File: src/rtl/updown_mod_counter.sv
// rtl/updown_mod_counter.sv - parametrised up/down modulo counter with load, clear, wrap/saturate and carry/overflow
module updown_mod_counter #(
   parameter int     WIDTH = 8,
   parameter longint MOD   = 256,
   parameter bit     SAT   = 1'b0
) (
   input  logic             clk,
   input  logic             rst,
   input  logic             en,
   input  logic             up,
   input  logic             load,
   input  logic [WIDTH-1:0] din,
   input  logic             clr,
   output logic [WIDTH-1:0] count,
   output logic             tc,
   output logic             carry,
   output logic             ovf
);

   // terminal value fits WIDTH, so every compare and step stays in WIDTH bits
   localparam logic [WIDTH-1:0] MAX = WIDTH'(MOD - 64'd1);

   logic at_top;
   logic at_bot;

   assign at_top = (count == MAX);
   assign at_bot = (count == '0);
   assign tc     = en & ((up & at_top) | (~up & at_bot));

   always_ff @(posedge clk) begin
      if (!rst) begin
         count <= '0;
         carry <= 1'b0;
         ovf   <= 1'b0;
      end else if (clr) begin
         count <= '0;
         carry <= 1'b0;
         ovf   <= 1'b0;
      end else if (load) begin
         count <= (din > MAX) ? MAX : din;
         carry <= 1'b0;
      end else if (en) begin
         carry <= tc;
         if (tc)
            ovf <= 1'b1;
         if (up)
            count <= at_top ? (SAT ? MAX : '0) : count + WIDTH'(1);
         else
            count <= at_bot ? (SAT ? '0 : MAX) : count - WIDTH'(1);
      end else begin
         carry <= 1'b0;
      end
   end

endmodule

File: config.mk
export PLATFORM = sky130hd
export DESIGN_NAME = updown_mod_counter
export DESIGN_NICKNAME = d
export VERILOG_FILES = /design/src/rtl/updown_mod_counter.sv
export SDC_FILE = /design/constraint.sdc
export NUM_CORES = 1
export LEC_CHECK = 0
export BUFFER_PORTS_ARGS = -buffer_cell sky130_fd_sc_hd__buf_2
export CAP_MARGIN = 0
export CORE_MARGIN = 3
export CORE_UTILIZATION = 46
export CTS_BUF_LIST = sky130_fd_sc_hd__clkbuf_4 sky130_fd_sc_hd__clkbuf_8 sky130_fd_sc_hd__clkbuf_16
export CTS_CLUSTER_SIZE = 24
export DETAILED_ROUTE_END_ITERATION = 8
export GPL_ROUTABILITY_DRIVEN = 0
export MAX_ROUTING_LAYER = met4
export PLACE_DENSITY = 0.75
export SYNTH_ARGS = -nofsm -noshare
export SYNTH_HDL_FRONTEND = slang
export SYNTH_SLANG_ARGS = --single-unit
File: constraint.sdc
create_clock -name clk -period 1.8 [get_ports clk]
set_clock_uncertainty 0.05 [all_clocks]
set_input_delay 0.27 -clock clk [delete_from_list [all_inputs] [get_ports clk]]
set_output_delay 0.27 -clock clk [all_outputs]
set_load 0.02 [all_outputs]
==> results_dict.tcl <==
set metrics [dict create \
    syn-cell-area_sq_um 882.1 \
    power_leakage_nw 0.5430 \
    final_hold_viol_count 0 \
    clock_sinks 10 \
    cts_buffer_depth 2 \
    ant_nets 0 \
    crit_required_ps 1480 \
    drt_iter0_drc 67 \
    maxSlewHeadroom 0.6749 \
    yosys_warnings 0 \
    wl_per_cell_um 16.43 \
    ios 25 \
    rsz0062_at_grt "yes" \
    route.detailed.drc 0 \
    critPathLaunchType "flip-flop" \
    maxSlewViolCount 0 \
    fmax_mhz 453.3 \
    worstMarginPinSlew_ps 486.6 \
    netlist.area_leader.share 0.2270 \
    postSynthCellCount 113 \
    synth_edf_count 0 \
    multi_input_area_sq_um 696.9 \
    timing.final.ws_setup_ps -405.9 \
    antenna_found_initial 0 \
    syn_area_per_cell_sq_um 7.806 \
    rows 15 \
    io_buffers 24 \
    min_path_type "in2reg" \
    power_density_nw_per_um2 570.7 \
    violations "setup timing" \
    cts_tree "done" \
    synth_cell_type_count 44 \
    endpoint_kind "primary output" \
    grt_pass1_wl_mm 4.305 \
    dr.pass1.iters 7 \
    drv_cap 0 \
    synthArstFlopShare 0 \
    synth_fp_nets 130 \
    ys_ff_latch 10 \
    ys_seq_area_frac 0.2270 \
    vdd_drop_max_uv 323.0 \
    final_nets 172 \
    finalSetupViolCount 6 \
    r2r_setup_slack_ps -130 \
    coreArea_sq_um 1764 \
    fin_crit_sh 1.226 \
    fp.dieW_um 49.79 \
    diodes 0 \
    overflow 0 \
    htree_levels 1 \
    vias 1102 \
    clock_latency_ps 270 \
    fill_cells 150 \
    critPathArrivalTime_ps 1890 \
    instances_no_fill 179 \
    path_class "reg2out" \
    grt_pass1_vias 983 \
    cp_max_fo 2 \
    yosysTopAreaCell "dfxtp_1" \
    syn_to_final_growth_pct 45.53 \
    drt_wl_total_mm 2.941 \
    dp.cells 171 \
    die-area_sq_um 2479 \
    die_h_um 49.79 \
    whs_ps 222.5 \
    viasPerCell 6.156 \
    seq_area_sq_um 211.5 \
    dp_hpwl_mm 2.013 \
    fin_crit_ps 2206 \
    status "finished with violations" \
    layout-drive-gt1-share 0.4610 \
    clk_pin_slew_ps 80 \
    start_util 0.5000 \
    synth_area_leaders "dfxtp_1, o21ai_0, a21oi_1" \
    grt_max_degree 20 \
    synth_flop_cell "dfxtp_1" \
    track_usage 0.2299 \
    numCtsBuffers 3 \
    root_buffer "clkbuf_4" \
]
==> cells in the mapped netlist, drive strengths merged, types with 3 or more instances <==
cell and count:
inv 3, a21oi 9, ha 3, a31oi 3
nor2 3, nand3 4, nor3 6, o21ai 10
xnor2 3, dfxtp 10, nand4 3, nor2b 5
clkbuf 4, nand2 5, buf 5, nand2b 5
==> critical path: stages, from the launching register on <==
cell	delay, ps
dfxtp_4	360
inv_4	60
ha_4	120
or4b_4	460
or3_4	360
a21oi_4	130
buf_6	130
==> flip-flops by register name, summed over array words and instances, names as in the netlist <==
signal and flops:
carry 1, count 8, ovf 1
==> final timing paths <==
| path | startpoint | to | cells past startpoint |
|---|---|---|---|
| worst max-delay path | count[1] | tc | 6 |
| worst min-delay path | din[6] | count[6] | 3 |
| worst max register to register | count[1] | count[2] | 7 |
| worst min register to register | ovf | ovf | 1 |
==> stage by stage <==
stage	utilization	setup WS, ps	area (sq um)	setup TNS, ps	total power, W
finish	0.7277	-405.9	1284	-804.8	0.0007326
global route	0.7277	-446.2	1284	-1295	0.0007675
CTS	0.6865	-394.1	1211	-486.3	0.0006961
detailed placement	0.6582	-117.6	1161	-211.2	0.0004799
global placement	0.6582	-99.44	1161	-143.1	0.0004732
floorplan	-	-102.1	928.4	-102.1	0.0003953
==> cell type report <==
cell class              instances  area share
flip-flops and latches         10      0.1647
repair buffers                 46      0.2271
clock buffers                   4     0.02827
well taps                      25     0.02437
inverters                       3     0.01267
multi-input cells              91      0.5429
==> layout by cell type, fill, tap and decap left out, types with 2 or more instances in the layout <==
cell type,n
inv_4,2
o311a_1,2
nor2_1,3
a21oi_1,6
o21ai_0,10
or3_4,2
nor3_1,6
o21a_1,2
a211oi_1,2
buf_2,23
nor2b_1,5
dfxtp_1,5
a21oi_4,2
nand4_1,3
ha_4,2
xnor2_1,3
clkbuf_4,3
nand3_1,4
a21o_1,2
nor3b_1,2
buf_4,22
dfxtp_2,3
nand2_1,5
a311oi_1,2
and2_1,2
dfxtp_4,2
nand2b_1,4
a31oi_1,3
==> report_power, final <==
| group | switching, W | total [W] | internal, W |
|---|---|---|---|
| combinational | 0.000143 | 0.000280 | 0.000138 |
| clock | 0.0000901 | 0.000213 | 0.000123 |
| sequential | 0.00000971 | 0.000239 | 0.000230 |
==> layer usage <==
metal  share of wire  GRT usage
met1            0.38     0.2675
met2            0.49     0.3678
met3            0.11    0.04230
met4           0.013     0.1336
met5               0          -
==> repair_timing <==
item	CTS	global route
endpoints found under the setup margin	5	6
gates resized for setup	2	8
pin swaps	2	4
setup buffers	1	5
hold buffers	0	0
==> logic make-up after synthesis <==
family / Yosys count / synth area share
AO/OA/AOI/OAI: 37 / 0.2724
XOR/XNOR: 3 / 0.02979
multiplexers: 2 / 0.03688
flip-flops: 10 / 0.2269
adder cells (fa/ha/maj): 3 / 0.04256
buffers and inverters: 12 / 0.06666
AND/OR/NAND/NOR: 46 / 0.3248
Note: power is estimated with default switching activity, not from simulation.
